**src/rtl/zports_ctrl_if.sv**
```systemverilog
`timescale 1ns/1ps
// Z80-side register bus between the zx-bus port decoder and zports_ctrl.
interface zports_ctrl_if;
    logic       wrena;
    logic       wrstb_n;
    logic [1:0] addr;
    logic [7:0] wrdata;
    logic [7:0] rddata;

    modport master (output wrena, wrstb_n, addr, wrdata, input rddata);
    modport slave  (input wrena, wrstb_n, addr, wrdata, output rddata);
endinterface

```
**src/rtl/zports_ctrl.sv**
```systemverilog
`timescale 1ns/1ps
// Control/status registers behind the zx-bus port decoder: ROM window, port routing, W5300/SL811
// reset sequencing and interrupt pending/mask; writes land 3 fclk after the strobe edge, reads are combinational.
module zports_ctrl #(
    parameter int RST_CYCLES   = 100,
    parameter int RECOV_CYCLES = 2000
) (
    input  logic         fclk,
    input  logic         rst,
    zports_ctrl_if.slave ports,
    output logic [1:0]   rommap_win,
    output logic         rommap_ena,
    output logic         w5300_ports,
    output logic         w5300_rst_n,
    output logic         sl811_rst_n,
    input  logic         w5300_int_n,
    input  logic         sl811_intrq,
    output logic         int_n
);
    typedef enum logic [1:0] {IDLE, ASSERT, RECOVER} seq_t;

    localparam logic [15:0] RST_LOAD   = 16'(RST_CYCLES - 1);
    localparam logic [15:0] RECOV_LOAD = 16'(RECOV_CYCLES - 1);

    logic [2:0]  stb_q;
    logic [1:0]  prime_q, prime_d;
    logic        armed_q, armed_d;
    logic [1:0]  wint_q, sint_q;
    logic [3:0]  cfg_q, cfg_d;
    logic [1:0]  mask_q, mask_d;
    logic [1:0]  pend_q, pend_d;
    logic        int_n_q;
    logic [1:0]  rst_n_q;
    seq_t        state_q [2];
    seq_t        state_d [2];
    logic [15:0] cnt_q [2];
    logic [15:0] cnt_d [2];

    logic       wr_hit;
    logic [1:0] trig, clr, busy, src_act;
    logic [1:0] wrdata_unused;

    assign wrdata_unused = ports.wrdata[7:6];

    // Edges are only accepted once the strobe has been seen high through the synchroniser,
    // so a strobe that is already low when reset releases never counts as a write.
    assign wr_hit  = armed_q & stb_q[2] & ~stb_q[1] & ports.wrena;
    assign src_act = {sint_q[1], ~wint_q[1]};

    always_comb begin
        prime_d = prime_q[1] ? prime_q : prime_q + 2'd1;
        armed_d = armed_q | (prime_q[1] & stb_q[1]);
        cfg_d   = cfg_q;
        mask_d  = mask_q;
        trig    = 2'b00;
        clr     = 2'b00;
        if (wr_hit) begin
            case (ports.addr)
                2'd1: cfg_d = ports.wrdata[3:0];
                2'd2: trig = ports.wrdata[1:0];
                2'd3: begin
                    clr    = ports.wrdata[1:0];
                    mask_d = ports.wrdata[5:4];
                end
                default: ;
            endcase
        end
        for (int i = 0; i < 2; i++) begin
            state_d[i] = state_q[i];
            cnt_d[i]   = cnt_q[i];
            busy[i]    = (state_q[i] != IDLE);
            case (state_q[i])
                IDLE: if (trig[i]) begin
                    state_d[i] = ASSERT;
                    cnt_d[i]   = RST_LOAD;
                end
                ASSERT: if (trig[i]) begin
                    cnt_d[i] = RST_LOAD;
                end else if (cnt_q[i] == 16'd0) begin
                    state_d[i] = RECOVER;
                    cnt_d[i]   = RECOV_LOAD;
                end else begin
                    cnt_d[i] = cnt_q[i] - 16'd1;
                end
                RECOVER: if (trig[i]) begin
                    state_d[i] = ASSERT;
                    cnt_d[i]   = RST_LOAD;
                end else if (cnt_q[i] == 16'd0) begin
                    state_d[i] = IDLE;
                end else begin
                    cnt_d[i] = cnt_q[i] - 16'd1;
                end
                default: state_d[i] = IDLE;
            endcase
            // A live source beats a clear; a chip under reset cannot hold an interrupt.
            if (busy[i])         pend_d[i] = 1'b0;
            else if (src_act[i]) pend_d[i] = 1'b1;
            else if (clr[i])     pend_d[i] = 1'b0;
            else                 pend_d[i] = pend_q[i];
        end
    end

    always_ff @(posedge fclk) begin
        if (rst) begin
            stb_q   <= 3'b111;
            prime_q <= 2'd0;
            armed_q <= 1'b0;
            wint_q  <= 2'b11;
            sint_q  <= 2'b00;
            cfg_q   <= 4'h0;
            mask_q  <= 2'b00;
            pend_q  <= 2'b00;
            int_n_q <= 1'b1;
            rst_n_q <= 2'b00;
            for (int i = 0; i < 2; i++) begin
                state_q[i] <= ASSERT;
                cnt_q[i]   <= RST_LOAD;
            end
        end else begin
            stb_q   <= {stb_q[1:0], ports.wrstb_n};
            prime_q <= prime_d;
            armed_q <= armed_d;
            wint_q  <= {wint_q[0], w5300_int_n};
            sint_q  <= {sint_q[0], sl811_intrq};
            cfg_q   <= cfg_d;
            mask_q  <= mask_d;
            pend_q  <= pend_d;
            int_n_q <= ~|(pend_q & mask_q);
            for (int i = 0; i < 2; i++) begin
                state_q[i] <= state_d[i];
                cnt_q[i]   <= cnt_d[i];
                rst_n_q[i] <= (state_d[i] != ASSERT);
            end
        end
    end

    always_comb begin
        case (ports.addr)
            2'd1:    ports.rddata = {4'h0, cfg_q};
            2'd2:    ports.rddata = {6'b0, busy};
            2'd3:    ports.rddata = {2'b0, mask_q, 2'b0, pend_q};
            default: ports.rddata = 8'hFF;
        endcase
    end

    assign rommap_win  = cfg_q[1:0];
    assign rommap_ena  = cfg_q[2];
    assign w5300_ports = cfg_q[3];
    assign w5300_rst_n = rst_n_q[0];
    assign sl811_rst_n = rst_n_q[1];
    assign int_n       = int_n_q;
endmodule

```
**src/flat_wrapper.sv**
```systemverilog
// flat-port wrapper written by rule: the top's interface ports become plain ports
module zports_ctrl_flat 
#(
    parameter int RST_CYCLES   = 100,
    parameter int RECOV_CYCLES = 2000
)
  (fclk, rst, rommap_win, rommap_ena, w5300_ports, w5300_rst_n, sl811_rst_n, w5300_int_n, sl811_intrq, int_n, ports_wrena, ports_wrstb_n, ports_addr, ports_wrdata, ports_rddata);
  zports_ctrl_if ports_i ();
  input  logic fclk;
  input  logic rst;
  output logic [1:0] rommap_win;
  output logic rommap_ena;
  output logic w5300_ports;
  output logic w5300_rst_n;
  output logic sl811_rst_n;
  input  logic w5300_int_n;
  input  logic sl811_intrq;
  output logic int_n;
  input wire logic [$bits(ports_i.wrena)-1:0] ports_wrena;
  input wire logic [$bits(ports_i.wrstb_n)-1:0] ports_wrstb_n;
  input wire logic [$bits(ports_i.addr)-1:0] ports_addr;
  input wire logic [$bits(ports_i.wrdata)-1:0] ports_wrdata;
  output wire logic [$bits(ports_i.rddata)-1:0] ports_rddata;
  assign ports_i.wrena = ports_wrena;
  assign ports_i.wrstb_n = ports_wrstb_n;
  assign ports_i.addr = ports_addr;
  assign ports_i.wrdata = ports_wrdata;
  assign ports_rddata = ports_i.rddata;
  zports_ctrl #(.RST_CYCLES(RST_CYCLES), .RECOV_CYCLES(RECOV_CYCLES)) u_core (.fclk(fclk), .rst(rst), .ports(ports_i), .rommap_win(rommap_win), .rommap_ena(rommap_ena), .w5300_ports(w5300_ports), .w5300_rst_n(w5300_rst_n), .sl811_rst_n(sl811_rst_n), .w5300_int_n(w5300_int_n), .sl811_intrq(sl811_intrq), .int_n(int_n));
endmodule
```
**config.mk**
```make
export PLATFORM = sky130hd
export DESIGN_NAME = zports_ctrl_flat
export DESIGN_NICKNAME = d
export VERILOG_FILES = /design/src/rtl/zports_ctrl_if.sv /design/src/rtl/zports_ctrl.sv /design/src/flat_wrapper.sv
export SDC_FILE = /design/constraint.sdc
export NUM_CORES = 1
export LEC_CHECK = 0
export ABC_CLOCK_PERIOD_IN_PS = 2500
export BUFFER_PORTS_ARGS = -buffer_cell sky130_fd_sc_hd__buf_2
export CAP_MARGIN = 20
export CORE_MARGIN = 2
export CORE_UTILIZATION = 32
export CTS_CLUSTER_DIAMETER = 200
export DETAILED_ROUTE_END_ITERATION = 12
export PLACE_DENSITY = 0.47
export SLEW_MARGIN = 20
export SYNTH_ARGS = -nofsm -noshare
export SYNTH_HDL_FRONTEND = slang
export SYNTH_SLANG_ARGS = --single-unit
```
**constraint.sdc**
```tcl
create_clock -name fclk -period 2.5 [get_ports fclk]
set_clock_uncertainty 0.15 [all_clocks]
set_input_delay 0.375 -clock fclk [delete_from_list [all_inputs] [get_ports fclk]]
set_output_delay 0.375 -clock fclk [all_outputs]
set_load 0.1 [all_outputs]
```
Word level (Yosys, flattened, before mapping)
Memory sizes are Yosys's and may differ from the RTL's.
Cells that the tools add are included.
{"block": "word_totals", "reg_bits": 21, "ramBits": 36, "output_inout_bits": 15, "memories": 2}
{"name": "u_core.cnt_q", "depth": 2, "width": 16, "read_ports": 2, "rd_ports_with_merged_regs": 0, "write_ports": 2, "line_no": "zports_ctrl.sv:36", "text": "logic [15:0] cnt_q [2];"}
{"name": "u_core.state_q", "depth": 2, "width": 2, "read_ports": 2, "rd_ports_with_merged_regs": 0, "write_ports": 2, "line_no": "zports_ctrl.sv:34", "text": "seq_t state_q [2];"}
{"block": "classes", "addsub": 3, "eq_ne": 10, "n_mux": 41, "bitwise_logic": 11, "reduce_logical": 13}
{"operator": "2-to-1 mux 16 bit", "count": 12}
{"operator": "one-hot mux 16 bit (3 select lines)", "count": 2}
{"operator": "2-to-1 mux 2 bit", "count": 17}
{"operator": "logical NOT 16 bit", "count": 2}
{"operator": "subtractor 16 x 1 -> 16 bit (second input constant)", "count": 2}
{"operator": "one-hot mux 8 bit (3 select lines)", "count": 1}
{"operator": "one-hot mux 2 bit (3 select lines)", "count": 2}
{"operator": "equality test 2 bit (second input constant)", "count": 4}
{"operator": "2-to-1 mux 1 bit", "count": 7}
{"operator": "equality test 2 x 1 -> 1 bit (second input constant)", "count": 3}
{"operator": "nonzero test 2 bit", "count": 3}
{"operator": "OR reduction 2 bit", "count": 3}
{"operator": "OR 1 bit", "count": 5}
{"operator": "AND 1 bit", "count": 4}
{"operator": "logical NOT 2 bit", "count": 2}
{"operator": "!= test 2 x 1 -> 1 bit (second input constant)", "count": 2}
{"operator": "AND reduction 2 bit", "count": 2}
{"operator": "adder 2 x 1 -> 2 bit (second input constant)", "count": 1}
{"operator": "AND 2 bit", "count": 1}
{"operator": "!= test 2 bit (second input constant)", "count": 1}
{"operator": "logical NOT 1 bit", "count": 1}
{"operator": "NOT 1 bit", "count": 1}

Logic depth before layout (Yosys ltp)
Gate-level depths: netlist (run 1).
{"block": "logic_depth", "ltp_word": 7, "depth_mapped": 8, "ltp_nobuf": 7}

Least setup slack after synthesis (run 1)
OpenSTA, ideal clock, no wires.
{"block": "synth_timing", "kind": "input -> output", "start": "input ports_addr[1]", "end": "output ports_rddata[4]", "t_arrival_ps": 2706, "t_required_ps": 1975, "setup_slack_ps": -731, "stages": 2, "path_buffers": 1, "path_cell_list": "clkbuf_1 > o21ai_0"}
{"block": "synth_via", "elab_chain_cells": 2}
{"element": "from (decl)", "line_no": "flat_wrapper.sv:21", "text": "input wire logic [$bits(ports_i.addr)-1:0] ports_addr;"}
{"element": "equality test 2 bit or equality test 2 x 1 -> 1 bit (tied branches)", "line_no": "zports_ctrl.sv:138", "text": "case (ports.addr)"}
{"element": "one-hot mux 8 bit (3 select lines) (*)", "line_no": "zports_ctrl.sv:138"}
{"element": "to (decl)", "line_no": "flat_wrapper.sv:23", "text": "output wire logic [$bits(ports_i.rddata)-1:0] ports_rddata;"}
Mark *: on every way between the ends. The rest lies on a longest branch, timed or not.

==> results of run 1 <==
==> where the power goes <==
| part | switching [mW] | leakage [nW] | internal [mW] |
|---|---|---|---|
| logic | 0.363 | 0.903 | 0.217 |
| clock network | 0.425 | 0.110 | 0.571 |
| registers | 0.0661 | 0.464 | 0.975 |
| total | 0.854 | 1.48 | 1.76 |
==> area by class of cell <==
cell class | instances | area, sq um | share of cell area
multi-input combinational | 275 | 1793 | 0.4783
tap | 129 | 161.4 | 0.04306
clock inverter | 7 | 102.6 | 0.02737
clock buffer | 9 | 123.9 | 0.03304
sequential | 57 | 1142 | 0.3047
timing repair buffer | 59 | 372.9 | 0.09947
inverter | 14 | 52.55 | 0.01402
==> worst max-delay path by stage <==
stage | endpoint | slack [ns] | cells past startpoint
floorplan | ports_rddata[4] | -0.73 | 2
global placement | u_core.cnt_q[0][13] | 0.12 | 5
detailed placement | u_core.cnt_q[0][14] | 0.08 | 5
CTS | u_core.cnt_q[0][13] | 0.07 | 5
global route | u_core.cnt_q[0][15] | -0.07 | 5
finish | u_core.cnt_q[0][14] | 0.08 | 5
==> registers in the layout, summed over array words and instances (netlist names), 2 cells and up <==
name            count
u_core.cnt_q       32
u_core.cfg_q        4
u_core.state_q      4
u_core.stb_q        3
u_core.mask_q       2
u_core.pend_q       2
u_core.prime_q      2
u_core.rst_n_q      2
u_core.sint_q       2
u_core.wint_q       2
==> layer usage <==
metal  global-route usage  wire [um]  vias to the layer above
li1                     -          -                     1486
met1               0.2168       3877                     1339
met2               0.2773       3773                       34
met3              0.04348        247                        7
met4              0.04574         82                        0
met5                    0          0                        -
==> synth_stat cells (9+ instances only) <==
cell type  instances
nor2_1            31
ha_1              10
dfxtp_1           57
o21ai_0           29
or2_2             10
a21oi_1           43
nor4_1             9
inv_1             14
nand3_1           14
o31ai_1           10
or4_1             12
clkbuf_1          10
==> critical path: stages, from the launching register on <==
cell     delay [ns]
dfxtp_1        0.34
or4_4          0.58
or4_1          0.54
nor4_1         0.37
o31ai_2        0.20
a21oi_1        0.19
==> cell families (layout without fill, tap and decap cells) <==
family	after synthesis	in the layout	share of synthesized area
adder cells (fa/ha/maj)	10	10	0.04112
AO/OA/AOI/OAI	123	123	0.2545
AND/OR/NAND/NOR	132	132	0.2558
flip-flops	57	57	0.3750
XOR/XNOR	2	2	0.005758
multiplexers	8	8	0.02632
buffers and inverters	31	89	0.04153
==> metrics by stage <==
step / hold slack [ns] / setup TNS, ns
final: 0.06144 / 0
after floorplan: 0.2304 / -3.591
after detailed placement: 0.2441 / 0
after CTS: 0.03942 / 0
after global routing: 0.03172 / -0.3548
after global placement: 0.2426 / 0
==> what timing repair did <==
| item | in CTS | in global routing |
|---|---|---|
| gates resized for setup | 0 | 3 |
| buffers inserted | 0 | 0 |
| setup endpoints to repair | 0 | 9 |
| endpoints found under the hold margin | 0 | 0 |
==> flow_summary.ini, run 1 <==
[global_routing]
grt-ovfl-total = 0
grt_max_degree = 39
antenna_found_initial = 0
grt_pass1_wl_mm = 13.79
grt_usage = 0.1679
grt_pass1_vias = 2786

[cts]
cts_root_buffer = clkbuf_8
cts.path.max_buffers = 2
h-tree-depth = 3
numCtsBuffers = 9
cts_tree = built
cts.reportedPaths.clkPinSlew_ns = 0.08
clk-insertion-delay-late_ns = 0.34
clock-sinks = 57
hold_buffers = 0

[synthesis]
synth_edf_count = 0
synth_top_area_share = 0.3750
synth_area_per_cell_sq_um = 8.383
synth.yosys.seq_area_share = 0.3750
yosysWarnings = 0
synth_area_leader_cell = dfxtp_1
synth_ff_type = dfxtp_1
synthTopCellsByArea = dfxtp_1, a21oi_1, o21ai_0
synth.distinct_cells = 59
syn_inst = 363
syn_nets = 389
async_flop_share = 0
ys_seq_elements = 57
netlist_area_sq_mm = 0.003043

[critical_path]
timing.rr.end = u_core.cnt_q[0][14]
worstPathMaxFanout = 6
worst_ep_required_time_ns = 2.63
arrival_ns = 2.55
r2r_start = u_core.cnt_q[0][11]
rr_worst_depth = 5
rrSetupSlack_ns = 0.08
critPathLaunch = u_core.cnt_q[0][11]
critPathLaunchType = flop
crit_type = flop to flop
end_kind = flop

[die]
dieArea_sq_mm = 0.01031
die-height_um = 101.5
row_count = 35
core-area_sq_mm = 0.009240
initial_core_util = 0.3293
io_pins = 31
die_w_um = 101.5

[power_and_ir_drop]
power_mw = 2.617
p_leak_nw = 1.478
ir_worst_vdd_v = 0.0002794
powerDensity_mw_per_mm2 = 698.0

[cells_and_area]
final_net_count = 442
layout-drive-gt1-share = 0.2375
final_common_cell = dfxtp_1
final_cell_mix = dfxtp_1, a21oi_1, nor2_1, buf_4, o21ai_0
syn_to_final_growth_pct = 23.19
fin_util = 0.4057
fillerInstances = 975
diodes = 0
finalInstanceArea_sq_mm = 0.003749
final_cells = 550

[min_path]
whs_path_depth = 2
hold_class = input port to flop
hold_path_startpoint = w5300_int_n
hold-path-endpoint = u_core.wint_q[0]

[place]
placement.io_buffers = 28
dpl_cell_area_sq_mm = 0.003510
place.gp.congestion = 0.8312
post-dp-hpwl_mm = 5.609
placed_cells = 534
dp_worst_setup_slack_ns = 0.07722

[routing]
dr.pass1.iters = 6
wl_mm = 7.981
vias_per_cell = 5.211
drtAntennaViolNets = 0
drc = 0
dr.first_iter.drc_count = 123
vias = 2866
wl_per_cell_um = 14.51

[timing]
hold_viol = 0
tightest_slew_ns = 0.7707
fmax_ghz = 0.4132
fin_crit_sh = 0.9681
period_minus_slack_ns = 2.420
layout_setup_ws_ns = 0.07977
rsz0062_at_grt = true
setup_viol = 0
slew_violations = 0
slew_headroom = 0.4840

[flow_run]
drv_cap = 0

[outcome]
status = finished, final reports clean
Note: power is estimated with default switching activity, not from simulation.
==> run 2: changes to the inputs <==
--- a/config.mk
+++ b/config.mk
@@ -9,10 +9,10 @@
 export BUFFER_PORTS_ARGS = -buffer_cell sky130_fd_sc_hd__buf_2
 export CAP_MARGIN = 20
 export CORE_MARGIN = 2
-export CORE_UTILIZATION = 32
+export CORE_UTILIZATION = 28
 export CTS_CLUSTER_DIAMETER = 200
 export DETAILED_ROUTE_END_ITERATION = 12
-export PLACE_DENSITY = 0.47
+export PLACE_DENSITY = 0.42
 export SLEW_MARGIN = 20
 export SYNTH_ARGS = -nofsm -noshare
 export SYNTH_HDL_FRONTEND = slang
==> flow_summary.ini, run 2 (synthesis results as in run 1) <==
[place]
place.gp.congestion = 0.8218
post-dp-hpwl_mm = 5.910
dp_worst_setup_slack_ns = 0.09420
dpl_cell_area_sq_mm = 0.003531
placement.io_buffers = 28

[critical_path]
worst_ep_required_time_ns = 2.59
critPathLaunchType = flop
cpPeakStageDelay_ns = 0.58
cp_slowest_cell = or4_4
crit_type = flop to flop
end_kind = flop
worstPathMaxFanout = 5
crit_chain = or4_4, or4_1, nor4_1, a311oi_1, o32a_1
arrival_ns = 2.47

[global_routing]
grt_pass1_vias = 2932
grt-ovfl-total = 0
antenna_found_initial = 0
grt_max_degree = 39
grt_usage = 0.1522
grt_pass1_wl_mm = 14.30

[timing]
hold_viol = 0
period_minus_slack_ns = 2.387
tightest_slew_ns = 0.7739
fin_crit_sh = 0.9550
slew_headroom = 0.4818
slew_violations = 0
layout_setup_ws_ns = 0.1125
tns_ns = 0
fmax_ghz = 0.4189
setup_viol = 0
rsz0062_at_grt = false

[die]
die-height_um = 108.2
row_count = 38
die_w_um = 108.2
core-area_sq_mm = 0.01070
dieArea_sq_mm = 0.01172
io_pins = 31
initial_core_util = 0.2844

[cells_and_area]
final_cell_mix = dfxtp_1, a21oi_1, buf_4, nor2_1, o21ai_0
finalInstanceArea_sq_mm = 0.003805
final_net_count = 443
final_common_cell = dfxtp_1
largestRegisters = u_core.cnt_q: 32 flops, u_core.cfg_q: 4 flops, u_core.state_q: 4 flops
diodes = 0
largest_reg_flops = 32
max_flop_register = u_core.cnt_q
fin_util = 0.3557
syn_to_final_growth_pct = 25.04
layout-drive-gt1-share = 0.2441

[power_and_ir_drop]
pwr-share-clk = 0.402
p_leak_nw = 1.501
seq_power_share = 0.383
p_sw_frac = 0.3165
powerDensity_mw_per_mm2 = 718.1
ir_worst_vdd_v = 0.0002730
p_int_mw = 1.867
switching_power_mw = 0.8648
combPwrFrac = 0.215

[cts]
numCtsBuffers = 9
cts_root_buffer = clkbuf_8
cts_tree = built
h-tree-depth = 3
clk-insertion-delay-late_ns = 0.35
clock-sinks = 57
cts.reportedPaths.clkPinSlew_ns = 0.08
cts.path.max_buffers = 2

[routing]
wl_per_cell_um = 14.76
dr.first_iter.drc_count = 155
drtAntennaViolNets = 0
vias_per_cell = 5.231
wl_mm = 8.295
drc = 0
dr.pass1.iters = 4
vias = 2940

[min_path]
hold_class = input port to flop

[outcome]
status = finished, final reports clean

[flow_run]
drv_cap = 0
[run 2: timing repair]
item / 4_1_cts / 5_1_grt
hold buffers: 0 / 0
buffers inserted: 0 / 0
setup endpoints to repair: 0 / 11
gates resized for setup: 0 / 5
[run 2: metal layers]
layer,GRT usage,up-vias,share of wire
li1,-,1489,-
met1,0.1957,1391,0.49
met2,0.2471,49,0.46
met3,0.03556,11,0.032
met4,0.05861,0,0.016
met5,0,-,0
[run 2: power groups by stage]
| stage | sequential (mW) | combinational, mW | clock (mW) |
|---|---|---|---|
| finish | 1.05 | 0.589 | 1.10 |
| global route | 1.06 | 0.658 | 1.18 |
| CTS | 1.04 | 0.587 | 1.14 |
| detailed placement | 1.06 | 0.584 | 0 |
| global placement | 1.06 | 0.580 | 0 |
| floorplan | 1.08 | 0.390 | 0 |
[run 2: stage by stage]
stage / std cells / hold slack [ns] / total power [mW]
final: 562 / 0.05226 / 2.732
after global routing: 562 / 0.02847 / 2.893
after CTS: 562 / 0.03251 / 2.771
after detailed placement: 546 / 0.2379 / 1.649
after global placement: 546 / 0.2394 / 1.644
after floorplan: 363 / 0.2304 / 1.466
[run 2: final cells by class]
class | instances | area (sq um)
Tap cell | 140 | 175.2
Multi-Input combinational cell | 275 | 1805
Clock inverter | 7 | 125.1
Inverter | 14 | 52.55
Clock buffer | 9 | 123.9
Fill cell | 1145 | 6893
Sequential cell | 57 | 1142
Timing Repair Buffer | 60 | 380.4
[run 2: final timing paths]
check	from	endpoint	slack [ns]	depth (start not counted)
min	w5300_int_n	u_core.wint_q[0]	0.05	2
min reg2reg	u_core.wint_q[1]	u_core.pend_q[0]	0.25	1
max reg2reg	u_core.cnt_q[0][11]	u_core.cnt_q[0][5]	0.11	5
max	u_core.cnt_q[0][11]	u_core.cnt_q[0][5]	0.11	5
[run 2: critical path: cells and delay by family (launching register included)]
family	cells	cell delay, ns
simple gates	3	1.52
flops	1	0.34
compound gates	2	0.27
==> run 3: changes to the inputs <==
--- a/config.mk
+++ b/config.mk
@@ -12,8 +12,7 @@
 export CORE_UTILIZATION = 28
 export CTS_CLUSTER_DIAMETER = 200
 export DETAILED_ROUTE_END_ITERATION = 12
-export PLACE_DENSITY = 0.42
-export SLEW_MARGIN = 20
+export REMOVE_ABC_BUFFERS = 1
 export SYNTH_ARGS = -nofsm -noshare
 export SYNTH_HDL_FRONTEND = slang
 export SYNTH_SLANG_ARGS = --single-unit
==> flow_summary.ini, run 3 (synthesis results as in run 1) <==
[cts]
cts_root_buffer = clkbuf_8
clock-sinks = 57
h-tree-depth = 3
hold_buffers = 0
cts_tree = built
cts.path.max_buffers = 2
numCtsBuffers = 9
clk-insertion-delay-late_ns = 0.35
cts.reportedPaths.clkPinSlew_ns = 0.08

[critical_path]
path_delay_family = simple AND/OR/NAND/NOR gates
cp_slowest_cell = or4_1
critPathLaunchType = flop
worstPathMaxFanout = 9
crit_type = flop to flop
arrival_ns = 2.50
worst_ep_required_time_ns = 2.63
crit_chain = or3_4, or4_1, or3_1, or3_1, a21oi_2
end_kind = flop
cpPeakStageDelay_ns = 0.57
crit_top_cell = or3_1
path_buf_inv = 0

[die]
core-area_sq_mm = 0.01070
initial_core_util = 0.2844
die-height_um = 108.2
io_pins = 31
dieArea_sq_mm = 0.01172
die_w_um = 108.2
row_count = 38

[timing]
hold_viol = 0
setup_viol = 0
fmax_ghz = 0.4212
slew_violations = 0
tightest_slew_ns = 0.5179
slew_headroom = 0.6543
period_minus_slack_ns = 2.374
tns_ns = 0
layout_setup_ws_ns = 0.1256
fin_crit_sh = 0.9498

[power_and_ir_drop]
p_leak_nw = 1.451
powerDensity_mw_per_mm2 = 683.8
ir_worst_vdd_v = 0.0003045
power_mw = 2.528

[routing]
wl_per_cell_um = 13.97
dr.pass1.iters = 5
dr.first_iter.drc_count = 129
wl_mm = 7.782
drtAntennaViolNets = 0
drc = 0
vias = 2958
vias_per_cell = 5.311

[cells_and_area]
syn_to_final_growth_pct = 21.46
final_common_cell = dfxtp_1
largest_reg_flops = 32
largestRegisters = u_core.cnt_q: 32 flops, u_core.cfg_q: 4 flops, u_core.state_q: 4 flops
final_net_count = 438
fillerInstances = 1112
layout-drive-gt1-share = 0.2206
max_flop_register = u_core.cnt_q
diodes = 0
final_cell_mix = dfxtp_1, a21oi_1, nor2_1, o21ai_0, buf_2

[global_routing]
grt-ovfl-total = 0
antenna_found_initial = 0
grt_pass1_vias = 2757
grt_usage = 0.1387
grt_pass1_wl_mm = 13.03
grt_max_degree = 39

[outcome]
status = finished, final reports clean

[place]
place.gp.congestion = 0.8520
post-dp-hpwl_mm = 5.462
placement.io_buffers = 28
dp_worst_setup_slack_ns = 0.1011

[flow_run]
drv_cap = 0

[min_path]
hold_class = input port to flop
-- run 3: path summary, 6_finish.rpt --
check	start	endpoint	slack (ns)	cells past startpoint
worst max-delay path	u_core.cnt_q[0][16]	u_core.cnt_q[0][31]	0.13	5
worst min-delay path	ports_wrstb_n	u_core.stb_q[0]	0.06	2
worst max register to register	u_core.cnt_q[0][16]	u_core.cnt_q[0][31]	0.13	5
worst min register to register	u_core.wint_q[1]	u_core.pend_q[0]	0.24	1
-- run 3: through the flow --
step	hold WS [ns]	instances	instance area, sq um	utilization
after floorplan	0.2304	346	2969	-
after global placement	0.2383	539	3472	0.3246
after detailed placement	0.2358	539	3472	0.3246
after CTS	0.04430	555	3676	0.3436
after global routing	0.04170	557	3696	0.3455
final	0.05897	557	3696	0.3455
-- run 3: final cells by class --
class	count	area, sq um	area share
clock buffer	9	123.9	0.03351
clock inverter	7	80.08	0.02167
inverter	14	52.55	0.01422
tap	140	175.2	0.04739
multi-input combinational	275	1780	0.4817
sequential	57	1141	0.3087
timing repair buffer	55	342.8	0.09276
-- run 3: timing repair --
item	4_1_cts	5_1_grt
buffers inserted	0	2
endpoints found under the setup margin	0	12
resized for setup	0	1
-- run 3: layer usage --
| metal | wire, um | track usage | vias up |
|---|---|---|---|
| met2 | 3585 | 0.2192 | 70 |
| met4 | 157 | 0.05495 | 0 |
| met1 | 3717 | 0.1751 | 1399 |
| li1 | - | - | 1476 |
| met5 | 0 | 0 | - |
| met3 | 322 | 0.04461 | 13 |
-- run 3: where the power goes --
part	leakage, nW	switching [mW]	internal, mW
Combinational	0.887	0.365	0.223
Clock	0.101	0.430	0.470
Sequential	0.464	0.0658	0.974
Total	1.45	0.860	1.67
